--- config.mk ---
export PLATFORM = sky130hd
export DESIGN_NAME = pipe_ctrl
export DESIGN_NICKNAME = d
export VERILOG_FILES = /design/src/rtl/pipe_ctrl.sv
export SDC_FILE = /design/constraint.sdc
export NUM_CORES = 1
export LEC_CHECK = 0
export CORE_MARGIN = 3
export CORE_UTILIZATION = 43
export CTS_BUF_LIST = sky130_fd_sc_hd__clkbuf_16
export DETAILED_ROUTE_END_ITERATION = 8
export GPL_ROUTABILITY_DRIVEN = 0
export PLACE_DENSITY = 0.82
export SLEW_MARGIN = 30
export SYNTH_ARGS = -nofsm -noshare
export SYNTH_HDL_FRONTEND = slang
export SYNTH_SLANG_ARGS = --single-unit
--- constraint.sdc ---
create_clock -name clk -period 2.1 [get_ports clk]
set_clock_uncertainty 0.15 [all_clocks]
set_input_delay 0.42 -clock clk [delete_from_list [all_inputs] [get_ports clk]]
set_output_delay 0.42 -clock clk [all_outputs]
set_load 0.02 [all_outputs]
--- src/rtl/pipe_ctrl.sv ---
// Pipeline hazard/stall controller: per-stage load enables and bubble inserts,
// halt drain sequencing and a saturating count of PC-stall cycles.
//
// state  | meaning
// RUN    | normal issue; hazards resolved by priority
// DRAIN  | halt accepted; fetch frozen while 3 live stages flush out
// HALTED | pipeline empty and stopped; only rst leaves
module pipe_ctrl (
    input  logic        clk,
    input  logic        rst,
    input  logic        load_use,
    input  logic        br_taken,
    input  logic        imem_stall,
    input  logic        dmem_stall,
    input  logic        halt,
    output logic        pc_en,
    output logic        fd_en,
    output logic        de_en,
    output logic        em_en,
    output logic        mw_en,
    output logic        fd_nop,
    output logic        de_nop,
    output logic        em_nop,
    output logic        mw_nop,
    output logic        halted,
    output logic [15:0] stall_cnt
);

    typedef enum logic [1:0] {RUN, DRAIN, HALTED} state_t;

    state_t     state, state_nxt;
    logic [1:0] drain_cnt, drain_nxt;

    always_comb begin
        pc_en     = 1'b1;
        fd_en     = 1'b1;
        de_en     = 1'b1;
        em_en     = 1'b1;
        mw_en     = 1'b1;
        fd_nop    = 1'b0;
        de_nop    = 1'b0;
        em_nop    = 1'b0;
        mw_nop    = 1'b0;
        halted    = 1'b0;
        state_nxt = state;
        drain_nxt = drain_cnt;

        case (state)
            RUN: begin
                if (dmem_stall) begin
                    pc_en  = 1'b0;
                    fd_en  = 1'b0;
                    de_en  = 1'b0;
                    em_en  = 1'b0;
                    mw_nop = 1'b1;
                end else if (br_taken) begin
                    fd_nop = 1'b1;
                    de_nop = 1'b1;
                end else if (load_use) begin
                    pc_en  = 1'b0;
                    fd_en  = 1'b0;
                    de_nop = 1'b1;
                end else if (imem_stall) begin
                    pc_en  = 1'b0;
                    fd_nop = 1'b1;
                end
                // A halt behind a taken branch is flushed; stalls just defer it.
                if (halt && !dmem_stall && !br_taken && !load_use) begin
                    state_nxt = DRAIN;
                    drain_nxt = 2'd3;
                end
            end
            DRAIN: begin
                if (dmem_stall) begin
                    pc_en  = 1'b0;
                    fd_en  = 1'b0;
                    de_en  = 1'b0;
                    em_en  = 1'b0;
                    mw_nop = 1'b1;
                end else begin
                    pc_en     = 1'b0;
                    fd_nop    = 1'b1;
                    drain_nxt = drain_cnt - 2'd1;
                    if (drain_cnt == 2'd1) state_nxt = HALTED;
                end
            end
            HALTED: begin
                pc_en  = 1'b0;
                fd_en  = 1'b0;
                de_en  = 1'b0;
                em_en  = 1'b0;
                mw_en  = 1'b0;
                halted = 1'b1;
            end
            default: state_nxt = RUN;
        endcase

        // Reset fills every stage with bubbles.
        if (rst) begin
            pc_en  = 1'b1;
            fd_en  = 1'b1;
            de_en  = 1'b1;
            em_en  = 1'b1;
            mw_en  = 1'b1;
            fd_nop = 1'b1;
            de_nop = 1'b1;
            em_nop = 1'b1;
            mw_nop = 1'b1;
            halted = 1'b0;
        end
    end

    always_ff @(posedge clk) begin
        if (rst) begin
            state     <= RUN;
            drain_cnt <= 2'd0;
            stall_cnt <= 16'd0;
        end else begin
            state     <= state_nxt;
            drain_cnt <= drain_nxt;
            if (state != HALTED && !pc_en && stall_cnt != 16'hFFFF)
                stall_cnt <= stall_cnt + 16'd1;
        end
    end

endmodule

* Word-level counts from Yosys, hierarchy flattened
Cells that the tools add are included.
Storage, ports and cells: word-level logic and storage cells 69, input bits 7, output and inout port bits 26, bits in registers 20
Operators by class: muxes and demuxes 40, reduce and logical (&&, ||, !) cells 15, add/subtract/negate cells 2, equal/unequal tests 8, bitwise operators 1
Operator list (number):
- 1-bit two-way mux | 29
- 16-bit by 1-bit adder with 16-bit output, second input constant | 1
- 16-bit != test, second input constant | 1
- 2-bit two-way mux | 5
- 2-bit != test, second input constant | 4
- 1-bit one-hot mux with 2 select lines | 3
- 2-bit one-hot mux with 3 select lines | 1
- 1-bit logical AND | 5
- 2-bit by 1-bit equality test with 1-bit output, second input constant | 2
- 1-bit zero test | 4
- 2-bit one-hot mux with 2 select lines | 1
- 4-bit AND reduction | 1
- 2-bit OR reduction | 2
- 1-bit one-hot mux with 3 select lines | 1
- 3-bit AND reduction | 1
- 2-bit equality test, second input constant | 1
- 2-bit zero test | 1
- 2-bit nonzero test | 1
- 2-bit by 1-bit subtractor with 2-bit output, second input constant | 1
- 1-bit inverter | 1

* Longest topological paths before layout
word-level depth 9, depth in mapped cells 8, mapped depth without buffers 6

* Worst setup path after synthesis
Ideal clock, no wire load.
kind register -> register, start register state[0], end register stall_cnt[5], path buffers 2, path slack 53 ps, setup time 135 ps, data required time 1815 ps, stages on the path, launching flop included 9, data arrival time 1762 ps, clock period less this slack 2047 ps, cells stage by stage dfxtp_1 inv_1 ha_1 buf_6 nor2b_4 a211o_1 buf_2 o311ai_0 o41ai_1
On the way: longest elaborated chain between the ends 7, elaborated cells on any way between the ends 10, those cells by class eq/ne (3); mux (2); reduce/logical (5)
Ends and longest elaborated chain:
- start, declared | line 31 | state_t state, state_nxt;
- start signal, assigned | line 119 | state <= state_nxt;
- 2-bit by 1-bit equality test with 1-bit output / 2-bit equality test (equally long branches) | line 48 | case (state)
- 2-bit OR reduction (no source line)
- 1-bit one-hot mux with 2 select lines | line 48
- 1-bit two-way mux | line 99 | if (rst) begin
- 1-bit zero test | line 121 | if (state != HALTED && !pc_en && stall_cnt != 16'hFFFF)
- 1-bit logical AND * (2 in series) | line 121
- end signal, assigned | line 122 | stall_cnt <= stall_cnt + 16'd1;
- end, declared | line 26 | output logic [15:0] stall_cnt
Mark *: on every way between the ends. The rest lies on a longest branch, timed or not. A chain may end at the register's enable or synchronous reset.

* Worst setup path in the final report
start register state[0], end register stall_cnt[7]
The elaborated chain is that of the path after synthesis.

==> run_results.csv <==
group,metric,value,unit
final_layout,nFillCells,193,
run,drv_cap,0,
placed_design,dp_slack,-0.424,ns
final_layout,stdcell_count,224,
power,pwr-share-clk,0.363,
route,wl_met1,1.57,mm
power,power_frac_comb,0.254,
worst_setup_path,crit_path_max_fanout,5,
floorplanning,start_util,0.479,
synthesis,synth_top_area_cell,"dfxtp_1",
synthesis,synth_edf_count,0,
timing,min_period,2.03,ns
route,routed_via_density,5.96,
clocking,cts_buffers,3,
synthesis,synth_mux_area_frac,0.0580,
final_layout,diodes,0,
synthesis,synth_xor_area_frac,0,
final_layout,drive_gt1_frac,0.294,
timing,drv_slew,0,
floorplanning,die_w,59.9,µm
synthesis,synth_common_cells,"20 x dfxtp_1, 11 x a21oi_1, 10 x inv_1",
placed_design,placed_cells,220,
worst_setup_path,cp-end-kind,"flop",
placed_design,place_hpwl,2.60,mm
worst_setup_path,path_delay_family,"simple AND/OR/NAND/NOR gates",
synthesis,ys.warnings.count,0,
synthesis,yosysMostFrequentCell,"dfxtp_1",
worst_setup_path,path_class,"reg -> reg",
worst_setup_path,crit_buf_inv,2,
worst_setup_path,reg2reg_depth,7,
final_layout,fin_util,0.731,
worst_setup_path,cp-startpoint,"state[0]$_SDFFE_PP0P_",
global_routing,grt_max_degree,18,
worst_setup_path,slowest_delay,0.51,ns
global_routing,antenna_found_initial,0,
power,p_total,1.05,mW
route,vias,1335,
clocking,clk_pin_slew,0.05,ns
floorplanning,rows,18,
route,wl,3.89,mm
hold_path,min_from,"drain_cnt[0]$_SDFFE_PP0P_",
timing,slew_headroom,0.769,
global_routing,grt_pass1_wl,6.30,mm
placed_design,port_buffers,32,
route,dr_wl_met3,174,µm
power,peakVddDrop,0.641,mV
route,first_pass_iters,4,
power,p_int,0.770,mW
synthesis,syn_avg_cell_area,8.69,µm²
final_layout,syn_to_final_growth,52.6,%
power,switching_share,0.267,
synthesis,synth_top_family_by_area,"compound AO/OA/AOI/OAI gates",
worst_setup_path,path_cells,"inv_2 -> ha_4 -> nor2b_4 -> buf_4 -> a211o_4 -> or4_1 -> a21oi_1",
timing,period_share,0.969,
hold_path,hold_class,"reg -> reg",
hold_path,whs_endpoint,"drain_cnt[0]$_SDFFE_PP0P_",
final_layout,multiInputGateArea,870,µm²
final_layout,nNetsFinal,209,
placed_design,placed_area,1720,µm²
floorplanning,die_area,3590,µm²
worst_setup_path,critPathArrivalTime,2.07,ns
timing,setup-violations-final,0,
timing,fin_ws,0.0655,ns
hold_path,hold_depth,1,
clocking,cts_max_level,1,
clocking,cts_sinks,20,
final_layout,ff_latch_area,403,µm²
worst_setup_path,required,2.13,ns
synthesis,synth.distinct_cells,44,
route,dr.max_layer_used,"met4",
synthesis,yosys.area_share.simple,0.244,
synthesis,syn_nets,157,
synthesis,syn_area,1250,µm²
synthesis,async_flop_share,0,
clocking,clock_latency,0.25,ns
synthesis,seq_area_frac_synth,0.320,
synthesis,synth_compound_area_frac,0.248,
power,p_seq_frac,0.383,
run_status,outcome,"complete, no violations",
floorplanning,core_area,2610,µm²
timing,final_hold_viol_count,0,
power,powerDensity,550,nW/µm²
route,drtIter0Drc,61,
global_routing,grt_usage,0.226,
worst_setup_path,r2r_start,"state[0]$_SDFFE_PP0P_",
floorplanning,die_y,59.9,µm
clocking,postCtsHoldBufs,0,
synthesis,yosys-top-cells-area,"dfxtp_1 32%, ha_1 6.0%, a21oi_1 4.4%",
worst_setup_path,reg2reg_slack,0.07,ns
clocking,cts_tree,"yes",
power,switchingPower,0.281,mW
route,route.met2.wl,2.09,mm
worst_setup_path,worstReg2RegEnd,"stall_cnt[7]$_SDFFE_PP0P_",
clocking,clock_path_buffers,2,
floorplanning,ios,33,
final_layout,fin_area,1910,µm²
route,drc,0,
synthesis,synth_fa_ha_area_frac,0.0600,
clocking,cts_root_buffer,"clkbuf_16",
synthesis,synth_top_area_share,0.320,
synthesis,ys_seq_elements,20,
route,wire_per_inst,17.3,µm
global_routing,grt_overflow,0,
worst_setup_path,cp-start-kind,"flop",
global_routing,grt_pass1_vias,1353,
timing,fmax,492,MHz
synthesis,ys.flop_type,"dfxtp_1",
power,leakage,0.739,nW
timing,max_slew.worst_pin.slew,0.342,ns
worst_setup_path,slowest_stage,"or4_1",
synthesis,syn_inst,144,
route,ant_nets,0,
## placed cells by master, fill, tap and decap left out, types with 3 or more instances in the layout
master and count:
buf_4 19, dfxtp_1 18, clkdlybuf4s50_1 17, nand2_1 9
inv_1 8, a21oi_1 8, dlygate4sd2_1 8, nor2_1 7
o21ai_0 6, mux2i_1 5, nand3_1 5, nand4_1 5
a211oi_1 5, ha_1 4, a21oi_2 3, nor3_1 3
a311oi_1 3, clkbuf_16 3, clkdlybuf4s15_2 3, buf_6 3
## cell type report
cell class / count / share of cell area
Multi-Input combinational cell: 106 / 0.455
Tap cell: 30 / 0.0197
Sequential cell: 20 / 0.211
Inverter: 11 / 0.0216
Clock buffer: 3 / 0.0393
Timing Repair Buffer: 54 / 0.253
## sequential cells by signal, summed over array words and instances, names as in the netlist
| signal | flops |
|---|---|
| stall_cnt | 16 |
| drain_cnt | 2 |
| state | 2 |
## power groups by stage
stage	registers [mW]	logic [mW]	clock network, mW
floorplan	0.414	0.122	0
global placement	0.408	0.235	0
detailed placement	0.409	0.242	0
CTS	0.401	0.247	0.384
global route	0.404	0.290	0.400
finish	0.402	0.267	0.381
## worst register-to-register path, cell delays in order (launching register included)
cell and delay (ns):
dfxtp_2 0.34, inv_2 0.05, ha_4 0.16, nor2b_4 0.13, buf_4 0.14, a211o_4 0.36, or4_1 0.51, a21oi_1 0.13
## stage by stage
| stage | hold WS, ns | TNS (ns) |
|---|---|---|
| after CTS | 0.354 | -0.0196 |
| after global routing | 0.378 | -0.0288 |
| final | 0.367 | 0 |
| after global placement | 0.318 | -6.87 |
| after detailed placement | 0.346 | -7.74 |
| after floorplan | 0.304 | 0 |
## how the worst max path moves through the flow
stage,end,slack [ns],depth (start not counted)
after global routing,stall_cnt[0]$_SDFFE_PP0P_,-0.02,6
after CTS,fd_nop,-0.02,6
after detailed placement,stall_cnt[5]$_SDFFE_PP0P_,-0.42,7
final,stall_cnt[7]$_SDFFE_PP0P_,0.07,7
after global placement,fd_nop,-0.37,5
after floorplan,stall_cnt[5]$_SDFFE_PP0P_,0.05,8
## routing by layer
layer,GRT usage,vias up
li1,-,653
met1,0.274,637
met2,0.404,37
met3,0.0518,8
met4,0.0443,0
met5,0,-
## what timing repair did
item / in CTS / in global routing
endpoints found under the setup margin: 19 / 20
resized for setup: 36 / 21
buffers inserted: 0 / 1
pin swaps: 3 / 8
hold endpoints to repair: 0 / 0
## cells by family (layout without fill, tap and decap cells)
kind of cell             count (synthesis)  count (layout)
flip-flops                              20              20
adder cells (fa/ha/maj)                  6               6
AO/OA/AOI/OAI                           44              44
AND/OR/NAND/NOR                         49              49
buffers and inverters                   18              68
multiplexers                             7               7
(Power assumes the default switching activity.)
